<file path="src/rtl/imm_gen_stage.sv">
// Registered RISC-V immediate generator: classifies the instruction format, builds the
// XLEN-wide immediate and pc+imm target, and hands results out through a 2-entry skid buffer.
module imm_gen_stage #(
   parameter int XLEN     = 32,
   parameter int RV64_OPS = 0
) (
   input  logic            clk,
   input  logic            rst_n,
   input  logic            flush,
   input  logic            in_valid,
   output logic            in_ready,
   input  logic [31:0]     in_instr,
   input  logic [XLEN-1:0] in_pc,
   output logic            out_valid,
   input  logic            out_ready,
   output logic [XLEN-1:0] out_imm,
   output logic [2:0]      out_fmt,
   output logic [XLEN-1:0] out_target,
   output logic            out_illegal
);

   localparam bit RV64_EN = (XLEN == 64) && (RV64_OPS != 0);

   localparam logic [6:0] OPC_LOAD      = 7'b0000011;
   localparam logic [6:0] OPC_MISC_MEM  = 7'b0001111;
   localparam logic [6:0] OPC_JALR      = 7'b1100111;
   localparam logic [6:0] OPC_OP_IMM    = 7'b0010011;
   localparam logic [6:0] OPC_STORE     = 7'b0100011;
   localparam logic [6:0] OPC_BRANCH    = 7'b1100011;
   localparam logic [6:0] OPC_LUI       = 7'b0110111;
   localparam logic [6:0] OPC_AUIPC     = 7'b0010111;
   localparam logic [6:0] OPC_JAL       = 7'b1101111;
   localparam logic [6:0] OPC_SYSTEM    = 7'b1110011;
   localparam logic [6:0] OPC_OP        = 7'b0110011;
   localparam logic [6:0] OPC_AMO       = 7'b0101111;
   localparam logic [6:0] OPC_OP_IMM_32 = 7'b0011011;
   localparam logic [6:0] OPC_OP_32     = 7'b0111011;

   localparam logic [2:0] FMT_NONE  = 3'd0;
   localparam logic [2:0] FMT_I     = 3'd1;
   localparam logic [2:0] FMT_S     = 3'd2;
   localparam logic [2:0] FMT_B     = 3'd3;
   localparam logic [2:0] FMT_U     = 3'd4;
   localparam logic [2:0] FMT_J     = 3'd5;
   localparam logic [2:0] FMT_Z     = 3'd6;
   localparam logic [2:0] FMT_SHAMT = 3'd7;

   typedef struct packed {
      logic [XLEN-1:0] imm;
      logic [XLEN-1:0] target;
      logic [2:0]      fmt;
      logic            illegal;
   } entry_t;

   logic [6:0]      opcode;
   logic [2:0]      funct3;
   logic            is_shift;
   logic [2:0]      dec_fmt;
   logic            dec_illegal;
   logic            shamt_wide;
   logic [XLEN-1:0] dec_imm;
   entry_t          dec_entry;

   assign opcode   = in_instr[6:0];
   assign funct3   = in_instr[14:12];
   assign is_shift = (funct3 == 3'b001) || (funct3 == 3'b101);

   always_comb begin
      dec_fmt     = FMT_NONE;
      dec_illegal = 1'b0;
      shamt_wide  = 1'b0;
      case (opcode)
         OPC_LOAD, OPC_MISC_MEM, OPC_JALR: dec_fmt = FMT_I;
         OPC_OP_IMM: begin
            dec_fmt    = is_shift ? FMT_SHAMT : FMT_I;
            shamt_wide = (XLEN == 64);
         end
         OPC_STORE:            dec_fmt = FMT_S;
         OPC_BRANCH:           dec_fmt = FMT_B;
         OPC_LUI, OPC_AUIPC:   dec_fmt = FMT_U;
         OPC_JAL:              dec_fmt = FMT_J;
         OPC_SYSTEM:           dec_fmt = funct3[2] ? FMT_Z : FMT_NONE;
         OPC_OP, OPC_AMO:      dec_fmt = FMT_NONE;
         OPC_OP_IMM_32: begin
            // word shifts keep a 5-bit shamt even on RV64
            if (RV64_EN) dec_fmt = is_shift ? FMT_SHAMT : FMT_I;
            else         dec_illegal = 1'b1;
         end
         OPC_OP_32: begin
            if (!RV64_EN) dec_illegal = 1'b1;
         end
         default:              dec_illegal = 1'b1;
      endcase
   end

   always_comb begin
      dec_imm = '0;
      case (dec_fmt)
         FMT_I: dec_imm = XLEN'($signed(in_instr[31:20]));
         FMT_S: dec_imm = XLEN'($signed({in_instr[31:25], in_instr[11:7]}));
         FMT_B: dec_imm = XLEN'($signed({in_instr[31], in_instr[7], in_instr[30:25],
                                         in_instr[11:8], 1'b0}));
         FMT_U: dec_imm = XLEN'($signed({in_instr[31:12], 12'b0}));
         FMT_J: dec_imm = XLEN'($signed({in_instr[31], in_instr[19:12], in_instr[20],
                                         in_instr[30:21], 1'b0}));
         FMT_Z: dec_imm = XLEN'(in_instr[19:15]);
         FMT_SHAMT: begin
            if (shamt_wide) dec_imm = XLEN'(in_instr[25:20]);
            else            dec_imm = XLEN'(in_instr[24:20]);
         end
         default: dec_imm = '0;
      endcase
   end

   assign dec_entry.imm     = dec_imm;
   assign dec_entry.target  = in_pc + dec_imm;
   assign dec_entry.fmt     = dec_fmt;
   assign dec_entry.illegal = dec_illegal;

   entry_t e0, e1;
   logic   e0_valid, e1_valid;
   logic   e0_valid_nxt, e1_valid_nxt;
   logic   e0_load_new, e0_load_e1, e1_load;
   logic   accept, consume;

   assign accept  = in_valid & in_ready;
   assign consume = e0_valid & out_ready;

   // e1 is only ever occupied while e0 is; in_ready mirrors !e1 so accept implies e1 free
   always_comb begin
      e0_valid_nxt = e0_valid;
      e1_valid_nxt = e1_valid;
      e0_load_new  = 1'b0;
      e0_load_e1   = 1'b0;
      e1_load      = 1'b0;
      if (flush) begin
         e0_valid_nxt = 1'b0;
         e1_valid_nxt = 1'b0;
      end else if (!e0_valid) begin
         if (accept) begin
            e0_load_new  = 1'b1;
            e0_valid_nxt = 1'b1;
         end
      end else if (consume) begin
         if (e1_valid) begin
            e0_load_e1   = 1'b1;
            e1_valid_nxt = 1'b0;
         end else if (accept) begin
            e0_load_new  = 1'b1;
         end else begin
            e0_valid_nxt = 1'b0;
         end
      end else if (accept) begin
         e1_load      = 1'b1;
         e1_valid_nxt = 1'b1;
      end
   end

   always_ff @(posedge clk) begin
      if (!rst_n) begin
         e0_valid <= 1'b0;
         e1_valid <= 1'b0;
         e0       <= '0;
         e1       <= '0;
         in_ready <= 1'b0;
      end else begin
         e0_valid <= e0_valid_nxt;
         e1_valid <= e1_valid_nxt;
         in_ready <= !e1_valid_nxt;
         if (e0_load_new)     e0 <= dec_entry;
         else if (e0_load_e1) e0 <= e1;
         if (e1_load)         e1 <= dec_entry;
      end
   end

   assign out_valid   = e0_valid;
   assign out_imm     = e0.imm;
   assign out_fmt     = e0.fmt;
   assign out_target  = e0.target;
   assign out_illegal = e0.illegal;

endmodule

</file>
<file path="config.mk">
export PLATFORM = sky130hd
export DESIGN_NAME = imm_gen_stage
export DESIGN_NICKNAME = d
export VERILOG_FILES = /design/src/rtl/imm_gen_stage.sv
export SDC_FILE = /design/constraint.sdc
export NUM_CORES = 1
export LEC_CHECK = 0
export ABC_AREA = 1
export CORE_ASPECT_RATIO = 0.6
export CORE_UTILIZATION = 56
export DETAILED_ROUTE_END_ITERATION = 7
export PLACE_DENSITY = 0.83
export SYNTH_ARGS = -nofsm -noshare
export SYNTH_HDL_FRONTEND = slang
export SYNTH_SLANG_ARGS = --single-unit
export TNS_END_PERCENT = 5
</file>
<file path="constraint.sdc">
create_clock -name clk -period 7.18 [get_ports clk]
set_clock_uncertainty 0.15 [all_clocks]
set_input_delay 1.077 -clock clk [delete_from_list [all_inputs] [get_ports clk]]
set_output_delay 1.077 -clock clk [all_outputs]
set_load 0.02 [all_outputs]
</file>
==> run summary <==
Critical path
• **CP Launch Type** primary input
• **cells on worst reg2reg path** 10
• **setup slack of the worst register-to-register path** 4.60 ns
• **Data arrival, critical path** 5.12 ns
• **required time reported for the critical path endpoint** 7.35 ns
• **endpoint of the most critical register-to-register path** out_fmt[2]$_SDFFE_PN0P_
• **largest fanout on the critical path** 6
• **type of the worst setup path** in -> reg
• **capturing element type of the critical path** flip-flop
• **endpoint of the worst setup timing path** out_target[26]$_SDFFE_PN0P_
• **source of the worst register-to-register timing path** out_valid$_SDFF_PP0_
• **timing startpoint of the critical path** in_instr[4]

Placement
• **I/O Buffers** 138
• **Routability Congestion** 1.001
• **Detailed Place HPWL** 21.07 mm

Layout
• **highest-count cells in the layout ignoring fill and taps** nand2_1 (313), inv_1 (209), dfxtp_1 (139)
• **area added between synthesis and finish** 25.07%
• **share of layout cells above drive strength 1** 6.823%
• **Filler cells** 1174
• **Multi-input gate area** 4604 um2
• **n_diodes** 0
• **# nets final** 1495
• **sequential cell area** 2783 um2
• **leading cell type in the layout, fill and taps excluded** nand2_1

Die
• **horizontal die dimension** 160.5 um
• **initial core utilization** 57.88%
• **Die Footprint** 15590 um2
• **die extent in y** 97.13 um
• **number of top-level design ports** 139
• **Placement Rows** 34
• **Placeable Area** 14590 um2

Synth
• **post-synthesis share of cell area spent on full adders, half adders and majority gates** 4.830%
• **number of unique standard cell types used by synthesis** 41
• **instance count of the mapped netlist** 1284
• **mean area per synthesized cell** 6.578 um2
• **xor-xnor portion of the synthesized cell area** 1.867%
• **synthesized-area fraction occupied by ao, oa, aoi and oai cells** 20.39%
• **main combinational cell family by area after synthesis** simple AND/OR/NAND/NOR gates
• **number of storage elements in the synthesis netlist** 139
• **proportion of synthesized area in mux cells** 0%
• **Async S/R FF share, synth** 0%
• **nets in the synthesized netlist** 1385
• **Post-synth top flop** dfxtp_1
• **number of enable-type register cells in the synthesized netlist** 0
• **netlist area before placement** 8446 um2
• **Seq/Total Area, Yosys** 32.95%
• **basic-gate share of the synthesized area counting and, or, nand and nor cells** 27.32%
• **yosys synthesis warning count** 0

Route
• **violation count after the first detailed-route iteration** 984
• **number of nets with antenna violations after detailed routing** 0
• **first-pass iteration count of the detailed router** 5
• **mean number of vias per cell** 5.610
• **DRC viols** 0
• **average wire per standard cell** 17.75 um
• **number of vias after detailed routing** 9004
• **routed wire length** 28.48 mm

STA
• **final total negative setup slack** 0 ns
• **unrepaired setup endpoints after global routing** no
• **max-slew violation total from the final report** 0
• **Slew @ Worst Pin** 0.9040 ns
• **crit share post-route** 68.93%
• **Min Clock Period, post-route** 4.949 ns
• **Max Clk Rate** 202.0 MHz
• **total of endpoints with negative setup slack in the final report** 0
• **endpoints failing hold** 0
• **worst max-slew margin expressed relative to the limit** 39.73%

GRT
• **pin count of the biggest net entering global routing** 86
• **antenna violations before repair** 0
• **first-pass GRT wire length** 44.55 mm
• **total routing usage reported by global routing** 36.89%
• **Remaining Overflow, GRT** 0
• **vias in the first global route** 8131

Job
• **number of max-cap violations** 0

Pwr
• **power after layout** 2.122 mW
• **static leakage** 5.105 nW
• **VDD IR-drop max** 0.1427 mV
• **areal power density over the cells** 200.9 nW/um2

Clocking
• **root buf cell** clkbuf_16
• **clock latency reported for the late side of the worst-skew pair** 0.43 ns
• **Post-CTS Hold Fix Bufs** 0
• **clock tree from TritonCTS** built
• **post-CTS setup-driven buffer insertion count** 0
• **CTS-repair resized insts** 0
• **Reg clk slew, reported paths** 0.07 ns
• **Longest Clk Path Bufs** 2
• **clock sinks** 139
• **TritonCTS buffer count** 17
• **H-tree Lvls** 4

Worst hold path
• **Hold WC Path Type** reg -> reg

Status
• **outcome** completed

==> metrics by stage <==
step	setup WS, ns	hold WS [ns]	area, um2	util (%)	std cells
after detailed placement	1.962	0.3163	9898	67.84	1573
after global placement	1.962	0.3026	9898	67.84	1573
after floorplan	3.361	0.3131	8446	-	1284
after CTS	2.377	0.3258	10560	72.39	1605
final	2.231	0.3240	10560	72.39	1605
after global routing	1.994	0.3385	10560	72.39	1605
==> logic make-up (layout without fill, tap and decap cells) <==
| kind of cell | after synthesis | count (layout) |
|---|---|---|
| DFF | 139 | 139 |
| and+or+nand+nor | 529 | 529 |
| xor gates and xnor gates | 18 | 18 |
| buffers and inverters | 273 | 396 |
| adders and majority gates | 32 | 32 |
| AOI/OAI and AO/OA | 293 | 293 |
==> critical path, cell delays in order <==
cell and delay, ns:
clkdlybuf4s50_1 0.47, inv_1 0.14, nand3_1 0.13, nor2_1 0.16, nor2_2 0.05, nand2_2 0.10, inv_1 0.05, o211ai_1 0.46
ha_1 0.41, inv_1 0.09, fa_1 0.42, inv_1 0.10, nand3_1 0.07, nand2_1 0.22, a21oi_1 0.09, o21ai_0 0.33
nand3_1 0.23, nand2_1 0.11, nand2_1 0.05, nand2_1 0.10, nor2_1 0.06, o21a_1 0.19
==> sequential cells by signal, summed over array words and instances, names as in the netlist <==
signal	flops
e1	68
out_imm	32
out_target	32
out_fmt	3
e1_valid	1
in_ready	1
out_illegal	1
out_valid	1
==> cell type report <==
type	count	area share [%]
clock buffer	17	4.027
clock inverter	15	2.263
multi-input combinational	872	43.59
timing repair buffer	147	13.72
sequential	139	26.34
tap	198	2.345
inverter	217	7.711
==> where the power goes <==
| part | switching, mW | internal (mW) | leakage, nW | total, mW |
|---|---|---|---|---|
| logic | 0.187 | 0.118 | 3.65 | 0.305 |
| registers | 0.0107 | 0.789 | 1.13 | 0.800 |
| clock network | 0.413 | 0.604 | 0.327 | 1.02 |
| total | 0.611 | 1.51 | 5.10 | 2.12 |
==> synth_stat cells, drive strengths merged (4+ instances only) <==
library cell    n  area (um2)
buf            17       107.6
a21o            6       45.04
o211ai         45       387.9
inv           217       814.5
xnor2           4       35.03
nand3          66       330.3
a21oi         105       529.3
o21bai          9       67.56
dfxtp         139        2783
xor2           14       122.6
nand4           5       31.28
a31oi          24       150.1
nor2          103       421.7
ha             31       387.9
nor3           10       61.31
o21ai          97       485.5
clkbuf         39       146.4
nand2         336        1404
==> worst min path at each step <==
stage | from | end | slack (ns) | cells after the start
after floorplan | e1[7]$_SDFFE_PN0P_ | out_target[3]$_SDFFE_PN0P_ | 0.31 | 2
after global placement | out_illegal$_SDFFE_PN0P_ | out_illegal$_SDFFE_PN0P_ | 0.30 | 2
after detailed placement | out_illegal$_SDFFE_PN0P_ | out_illegal$_SDFFE_PN0P_ | 0.32 | 2
after CTS | e1[42]$_SDFFE_PN0P_ | out_imm[6]$_SDFFE_PN0P_ | 0.33 | 2
after global routing | out_illegal$_SDFFE_PN0P_ | out_illegal$_SDFFE_PN0P_ | 0.34 | 2
final | out_illegal$_SDFFE_PN0P_ | out_illegal$_SDFFE_PN0P_ | 0.32 | 2
==> routing by layer <==
metal	routed length, um	global-route usage, %	vias to the layer above
met2	11310	51.28	536
met4	426	8.645	0
met1	13460	56.96	4090
li1	-	-	4343
met5	0	0	-
met3	3290	7.768	35
Power figures use the tool's default switching activity.
